## config.mk

```make
export PLATFORM = sky130hd
export DESIGN_NAME = parity_updown_counter_flat
export DESIGN_NICKNAME = d
export VERILOG_FILES = /design/src/rtl/parity_updown_counter_if.sv /design/src/rtl/parity_updown_counter.sv /design/src/flat_wrapper.sv
export SDC_FILE = /design/constraint.sdc
export NUM_CORES = 1
export LEC_CHECK = 0
export CAP_MARGIN = 30
export CORE_ASPECT_RATIO = 0.75
export CORE_MARGIN = 5
export CORE_UTILIZATION = 40
export DETAILED_ROUTE_END_ITERATION = 8
export PLACE_DENSITY_LB_ADDON = 0.1
export SETUP_SLACK_MARGIN = 0.5
export SLEW_MARGIN = 10
export SYNTH_ARGS = -nofsm -noshare
export SYNTH_HDL_FRONTEND = slang
export SYNTH_SLANG_ARGS = --single-unit
```

## constraint.sdc

```tcl
create_clock -name clk -period 2.9 [get_ports clk]
set_input_delay 0.58 -clock clk [delete_from_list [all_inputs] [get_ports clk]]
set_output_delay 0.58 -clock clk [all_outputs]
set_load 0.02 [all_outputs]
```

## src/rtl/parity_updown_counter_if.sv

```systemverilog
// Control and status bundle for parity_updown_counter: sequencing inputs, count and
// terminal-count outputs.
interface parity_updown_counter_if #(
  parameter int unsigned WIDTH = 4
);
  logic             en;
  logic             dir;
  logic [1:0]       mode;
  logic             load;
  logic [WIDTH-1:0] load_val;
  logic [WIDTH-1:0] q;
  logic             tc;

  modport master (
    output en, dir, mode, load, load_val,
    input  q, tc
  );

  modport slave (
    input  en, dir, mode, load, load_val,
    output q, tc
  );
endinterface

```

## src/rtl/parity_updown_counter.sv

```systemverilog
// Up/down counter with binary, odd, even and decimal sequences, parallel load and terminal count.
// Define PARITY_COUNTER_SATURATE_EN to clamp at the range limits instead of wrapping.
module parity_updown_counter #(
  parameter int unsigned      WIDTH   = 4,
  parameter logic [WIDTH-1:0] RST_VAL = '0
) (
  input logic                    clk,
  input logic                    rst,
  parity_updown_counter_if.slave bus
);

  typedef enum logic [1:0] {
    ModeBin  = 2'b00,
    ModeOdd  = 2'b01,
    ModeEven = 2'b10,
    ModeDec  = 2'b11
  } mode_e;

  localparam logic [WIDTH-1:0] Max    = '1;
  localparam logic [WIDTH-1:0] One    = WIDTH'(1);
  localparam logic [WIDTH-1:0] DecTop = WIDTH'(9);

  logic [WIDTH-1:0] q_q, q_d;
  logic             tc_q, tc_d;
  logic [WIDTH-1:0] bottom, top, step;
  logic             legal;
  mode_e            mode;

  assign mode   = mode_e'(bus.mode);
  assign bus.q  = q_q;
  assign bus.tc = tc_q;

  always_comb begin
    bottom = '0;
    top    = Max;
    step   = One;
    legal  = 1'b1;
    case (mode)
      ModeOdd: begin
        bottom = One;
        step   = WIDTH'(2);
        legal  = q_q[0];
      end
      ModeEven: begin
        top   = Max - One;
        step  = WIDTH'(2);
        legal = ~q_q[0];
      end
      ModeDec: begin
        top   = DecTop;
        legal = (q_q <= DecTop);
      end
      default: ;
    endcase
  end

  always_comb begin
    q_d  = q_q;
    tc_d = 1'b0;
    if (bus.load) begin
      q_d = bus.load_val;
      if (mode == ModeOdd) begin
        q_d[0] = 1'b1;
      end else if (mode == ModeEven) begin
        q_d[0] = 1'b0;
      end
    end else if (bus.en) begin
      if (!legal) begin
        // Off-range value: a single step realigns onto the current sequence.
        if (mode == ModeDec) begin
          q_d = bus.dir ? '0 : DecTop;
        end else if (bus.dir) begin
          q_d = q_q + One;
`ifdef PARITY_COUNTER_SATURATE_EN
          if (q_q == Max) q_d = Max - One;
`else
          tc_d = (q_q == Max);
`endif
        end else begin
          q_d = q_q - One;
`ifdef PARITY_COUNTER_SATURATE_EN
          if (q_q == '0) q_d = One;
`else
          tc_d = (q_q == '0);
`endif
        end
      end else if (bus.dir) begin
        if (q_q == top) begin
`ifdef PARITY_COUNTER_SATURATE_EN
          q_d = top;
`else
          q_d = bottom;
`endif
          tc_d = 1'b1;
        end else begin
          q_d = q_q + step;
        end
      end else begin
        if (q_q == bottom) begin
`ifdef PARITY_COUNTER_SATURATE_EN
          q_d = bottom;
`else
          q_d = top;
`endif
          tc_d = 1'b1;
        end else begin
          q_d = q_q - step;
        end
      end
    end
  end

  always_ff @(posedge clk or posedge rst) begin
    if (rst) begin
      q_q  <= RST_VAL;
      tc_q <= 1'b0;
    end else begin
      q_q  <= q_d;
      tc_q <= tc_d;
    end
  end

endmodule

```

## src/flat_wrapper.sv

```systemverilog
// flat-port wrapper written by rule: the top's interface ports become plain ports
module parity_updown_counter_flat 
#(
  parameter int unsigned      WIDTH   = 4,
  parameter logic [WIDTH-1:0] RST_VAL = '0
)
  (clk, rst, bus_en, bus_dir, bus_mode, bus_load, bus_load_val, bus_q, bus_tc);
  parity_updown_counter_if #(.WIDTH(WIDTH)) bus_i ();
  input logic clk;
  input logic rst;
  input wire logic [$bits(bus_i.en)-1:0] bus_en;
  input wire logic [$bits(bus_i.dir)-1:0] bus_dir;
  input wire logic [$bits(bus_i.mode)-1:0] bus_mode;
  input wire logic [$bits(bus_i.load)-1:0] bus_load;
  input wire logic [$bits(bus_i.load_val)-1:0] bus_load_val;
  output wire logic [$bits(bus_i.q)-1:0] bus_q;
  output wire logic [$bits(bus_i.tc)-1:0] bus_tc;
  assign bus_i.en = bus_en;
  assign bus_i.dir = bus_dir;
  assign bus_i.mode = bus_mode;
  assign bus_i.load = bus_load;
  assign bus_i.load_val = bus_load_val;
  assign bus_q = bus_i.q;
  assign bus_tc = bus_i.tc;
  parity_updown_counter #(.WIDTH(WIDTH), .RST_VAL(RST_VAL)) u_core (.clk(clk), .rst(rst), .bus(bus_i));
endmodule
```

======== Word-level counts from Yosys, hierarchy flattened ========
Index checks and enable logic that the tools add are counted.
W data, S select, Z words.
word-level totals
  logic and storage cells ................. 40
  bits of input ports ..................... 11
  output and inout bits ................... 5
  register bits after elaboration ......... 5
cells by class
  eq/ne operators ......................... 6
  order comparisons ....................... 1
  bitwise gates (word level) .............. 1
  mux-type cells .......................... 23
  $add $sub $neg .......................... 4
  reduce and logical (&&, ||, !) cells .... 3
operators by type and width
  operator               number
  $mux W4                9
  $mux W1                11
  $pmux W3 S2            1
  $add A4 B1 Y4 const B  1
  $add A4 B2 Y4          1
  $eq A2 B2 Y1 const B   2
  $eq A4 B1 Y1           1
  $eq A4 B4 Y1           1
  $eq A4 B4 Y1 const B   1
  $le A4 B4 Y1 const B   1
  $logic_not A4 Y1       1
  $sub A4 B1 Y4 const B  1
  $sub A4 B2 Y4          1
  $pmux W1 S3            1
  $eq A2 B1 Y1 const B   1
  $mux W2                1
  $reduce_bool A2 Y1     1
  $reduce_or A2 Y1       1
  $not A1 Y1             1

======== Logic depth before layout (Yosys ltp) ========
  depth after elaboration ................. 9
  gate-level depth with buffers ........... 9

======== Least setup slack after synthesis ========
No wires, ideal clock.
  kind .................................... input to register
  from .................................... input bus_mode[0]
  to ...................................... register u_core.q_q[3] (netlist: u_core.bus.q[3])
  arrival time ............................ 2.157 ns
  required time ........................... 2.779 ns
  library setup time ...................... 0.121 ns
  slack ................................... 0.622 ns
  stages on the path ...................... 8
  path through ............................ inv_1 ha_1 ha_1 and4b_1 or3_1 a31oi_1 a211oi_1 nand2b_1
on the way
  cells in the longest elaborated chain, start to end .. 9
  elaborated cells between the ends (all ways) .. 19
  those cells by class .................... add/sub (2); eq/ne (5); mux (11); reduce/logical (1)
ends and longest elaborated chain
  element                                         line                                                       source
  start: declaration                              flat_wrapper.sv:13                                         input wire logic [$bits(bus_i.mode)-1:0] bus_mode;
  $eq A2 B2 Y1 or $eq A2 B1 Y1 (tied branches)    parity_updown_counter.sv:38                                case (mode)
  $reduce_or A2 Y1 (no line)                      n/a
  $mux W2                                         parity_updown_counter.sv:38
  $sub A4 B2 Y4 or $add A4 B2 Y4 (tied branches)  parity_updown_counter.sv:107, parity_updown_counter.sv:96
  $mux W4, on equally long branches               parity_updown_counter.sv:99, parity_updown_counter.sv:88
  $mux W4                                         parity_updown_counter.sv:87                                end else if (bus.dir) begin
  $mux W4 *                                       parity_updown_counter.sv:68                                if (!legal) begin
  $mux W4 *                                       parity_updown_counter.sv:67                                end else if (bus.en) begin
  $mux W4 *                                       parity_updown_counter.sv:60                                if (bus.load) begin
  end signal: assignment                          parity_updown_counter.sv:118                               q_q <= q_d;
  end: declaration                                parity_updown_counter.sv:23                                logic [WIDTH-1:0] q_q, q_d;
Every way passes the cells marked *; elsewhere a longest branch is shown, timed or not. The select of a mux whose other input is x is not followed.
A chain may end at the register's enable or synchronous reset.

======== Worst setup path after layout ========
  from .................................... input bus_mode[1]
  to ...................................... register u_core.q_q[0] (netlist: u_core.bus.q[0])
on the way
  cells in the longest elaborated chain, start to end .. 9
  elaborated cells between the ends (all ways) .. 21
  those cells by class .................... add/sub (2); eq/ne (5); mux (13); reduce/logical (1)
ends and longest elaborated chain
  element                                         line
  $eq A2 B2 Y1 or $eq A2 B1 Y1 (tied branches)    parity_updown_counter.sv:38, parity_updown_counter.sv:64, parity_updown_counter.sv:62
  $reduce_or A2 Y1 (no line)                      n/a
  $mux W2                                         parity_updown_counter.sv:38
  $sub A4 B2 Y4 or $add A4 B2 Y4 (tied branches)  parity_updown_counter.sv:107, parity_updown_counter.sv:96
  $mux W4, on equally long branches               parity_updown_counter.sv:99, parity_updown_counter.sv:88
  $mux W4                                         parity_updown_counter.sv:87
  $mux W4                                         parity_updown_counter.sv:68
  $mux W4                                         parity_updown_counter.sv:67
  $mux W4 *                                       parity_updown_counter.sv:60
Marked as above.

==> flow_summary.json <==
{
  "drt-pass1-iter-count": 4,
  "diodes": 0,
  "routed_wl_um": 2257,
  "cts_buffers": 3,
  "hold-worst-slack_ps": 522.6,
  "grt-ovfl-total": 0,
  "fp.dieH_um": 50.35,
  "p_per_area_mw_per_mm2": 411.0,
  "hold_viol": 0,
  "cap_violations": 0,
  "seq_area_frac_synth_pct": 14.41,
  "syn_inst": 109,
  "drc": 0,
  "worst_pin_slew_ps": 558.6,
  "root_buffer": "clkbuf_4",
  "muxShareOfSynthArea_pct": 2.305,
  "r2r_end": "u_core.bus.q[0]$_DFFE_PP0P_",
  "clk_latency_ps": 260,
  "drt_iter0_markers": 33,
  "crit_type": "primary input to register",
  "grt_pass1_wl_um": 3960,
  "slowest_stage": "or4_4",
  "crit_buf_inv": 2,
  "antenna_found_initial": 0,
  "port_buffers": 15,
  "timing.rr.start": "u_core.bus.q[1]$_DFFE_PP0P_",
  "maxSlewViolCount": 0,
  "die_area_mm2": 0.003212,
  "rows": 14,
  "fin_cells": 157,
  "synth-simple-area-share_pct": 28.10,
  "placed_cell_area_mm2": 0.001077,
  "grt_pass1_vias": 857,
  "setup_viol": 0,
  "start_util_pct": 42.73,
  "viasPerCell": 5.580,
  "cp.required_ps": 3030,
  "outcome": "completed",
  "worst_path_most_repeated_cell": "ha_4",
  "worstHoldPathType": "primary input to asynchronous set/reset pin",
  "clk_pin_slew_ps": 50,
  "synthXorXnorAreaFrac_pct": 5.043,
  "numClockSinks": 5,
  "cts_buffer_depth": 2,
  "synth-adder-area-share_pct": 20.46,
  "rsz0062_at_grt": "yes",
  "max_stage_delay_ps": 520,
  "finalNetCount": 158,
  "cp-end-kind": "register",
  "ys_ff_latch": 5,
  "period_share_pct": 80.73,
  "yosys_warnings": 0,
  "synth_compound_area_share_pct": 22.19,
  "dp_hpwl_um": 1726,
  "crit_chain": "dlygate4sd2_1, inv_2, ha_4, ha_4, or4_4, a211oi_4, a2111oi_2, or3_1",
  "path_delay_family": "simple AND/OR/NAND/NOR gates",
  "skew_ps": 0.2534,
  "period_needed_ps": 2341,
  "max_freq_ghz": 0.4271,
  "postSynthAreaPerCell_um2": 7.966,
  "power.leakage_nw": 0.5078,
  "syn_area_um2": 868.3,
  "dp_cells": 151,
  "cp.arrival_ps": 2470,
  "final_design_area_no_fill_mm2": 0.001177,
  "h-tree-depth": 1,
  "worstSetupStartpointType": "primary input",
  "vdd_drop_max_mv": 0.3586,
  "r2r_slack_ps": 830,
  "vias": 876,
  "syn-num-nets": 133,
  "ff2ff_path_depth": 4,
  "gp_congestion": 0.8772,
  "routedWlPerCell_um": 14.38,
  "cts_tree": "done",
  "antenna_left": 0,
  "grt_max_degree": 16,
  "syn2layout_area_growth_pct": 35.59,
  "num_io_pins": 16,
  "synth.distinct_cells": 38,
  "maxSlewHeadroom_pct": 62.76,
  "grt.total_usage_pct": 15.45,
  "layout-drive-gt1-share_pct": 21.80,
  "synth_top_family_by_area": "simple AND/OR/NAND/NOR gates",
  "coreArea_mm2": 0.002032,
  "chipWidth_um": 63.80,
  "cts_hold_buf": 0,
  "cp_max_fo": 3
}
==> where the power goes <==
group | switching (W) | total, W | internal [W]
Sequential | 0.0000320 | 0.000111 | 0.0000792
Clock | 0.0000358 | 0.0000883 | 0.0000525
Combinational | 0.000142 | 0.000284 | 0.000143
==> through the flow <==
| stage | TNS [ps] | utilization (%) | total power, W | setup slack [ps] |
|---|---|---|---|---|
| after floorplan | 0 | - | 0.0002859 | 621.7 |
| after global placement | 0 | 53.02 | 0.0003694 | 21.16 |
| after detailed placement | -14.53 | 53.02 | 0.0003706 | -14.53 |
| after CTS | 0 | 57.08 | 0.0004751 | 548.4 |
| after global routing | 0 | 57.94 | 0.0005288 | 495.4 |
| final | 0 | 57.94 | 0.0004839 | 558.8 |
==> per-layer routing <==
layer	global-route usage [%]	routed length (um)	vias up
met5	0	0	-
met4	4.844	27	0
met3	6.473	133	5
met2	20.74	929	23
met1	22.00	1166	404
li1	-	-	444
==> timing repair <==
action                                  4_1_cts  5_1_grt
buffers inserted                              1        1
endpoints found under the setup margin        4        4
pin swaps                                     3        0
gates cloned                                  0        0
gates resized for setup                      12        6
==> worst max-delay path by stage <==
stage | startpoint | to | slack, ps | cells after the start
2_1_floorplan | bus_mode[0] | u_core.bus.q[3]$_DFFE_PP0P_ | 620 | 8
3_3_place_gp | bus_mode[0] | u_core.bus.q[2]$_DFFE_PP0P_ | 20 | 10
3_5_place_dp | bus_mode[0] | u_core.bus.q[2]$_DFFE_PP0P_ | -10 | 10
4_1_cts | bus_mode[0] | u_core.bus.q[0]$_DFFE_PP0P_ | 550 | 7
5_1_grt | bus_mode[1] | u_core.bus.q[2]$_DFFE_PP0P_ | 500 | 10
6_report | bus_mode[1] | u_core.bus.q[0]$_DFFE_PP0P_ | 560 | 8
==> layout make-up <==
cell class / instances / area (um2)
clock buffers: 4 / 26.28
fillers: 191 / 854.6
inverters: 7 / 26.28
multi-input cells: 91 / 743.2
flip-flops and latches: 5 / 125.1
well taps: 24 / 30.03
repair buffers: 26 / 226.5
==> state kept, by name, summed over array words and instances (netlist names) <==
signal / count
u_core.bus.tc: 1
u_core.bus.q: 4
==> worst reg2reg max path, stage by stage (launching register included) <==
cell       delay [ps]
dfrtp_1           580
or4_4             640
a211oi_4          260
a2111oi_2          80
or3_1             390
==> placed cells by master (no fill, tap or decap), types with 4 or more instances in the layout <==
cell and count:
clkdlybuf4s50_1 13, buf_4 11, nor2_1 8, ha_1 7
nand2b_1 6, inv_1 5, nand2_1 5, a21oi_1 5
dfrtp_1 5, o31ai_1 4, nand3_1 4, o21ai_0 4
==> logic make-up after synthesis <==
family	after synthesis
XOR/XNOR	5
adder cells (fa/ha/maj)	13
AND/OR/NAND/NOR	43
multiplexers	2
flip-flops	5
AO/OA/AOI/OAI	28
buffers and inverters	13
==> synthesized netlist by cell type, drive strengths merged <==
cell / number / area (um2)
mux2i: 2 / 20.02
or4: 2 / 18.77
inv: 7 / 26.28
xor2: 3 / 26.28
a22oi: 1 / 7.510
and4b: 1 / 10.01
nand2b: 6 / 37.54
o211ai: 2 / 20.02
or2: 1 / 6.260
o21a: 1 / 7.510
or3: 3 / 18.77
o31ai: 4 / 30.03
ha: 11 / 137.6
dfrtp: 5 / 125.1
a31oi: 3 / 18.77
nand2: 5 / 18.77
o32ai: 1 / 8.760
a21oi: 6 / 30.03
nand3: 4 / 20.02
and3b: 1 / 8.760
buf: 6 / 38.79
a2111oi: 2 / 17.52
nor3b: 1 / 7.510
a221o: 1 / 10.01
fa: 2 / 40.04
and3: 4 / 26.28
a211oi: 3 / 22.52
nor2: 9 / 33.78
and2: 1 / 6.260
o21ai: 4 / 20.02
nor2b: 3 / 18.77
xnor2: 2 / 17.52
nor4: 2 / 12.51
No activity file was read; power rests on OpenSTA's default activity.
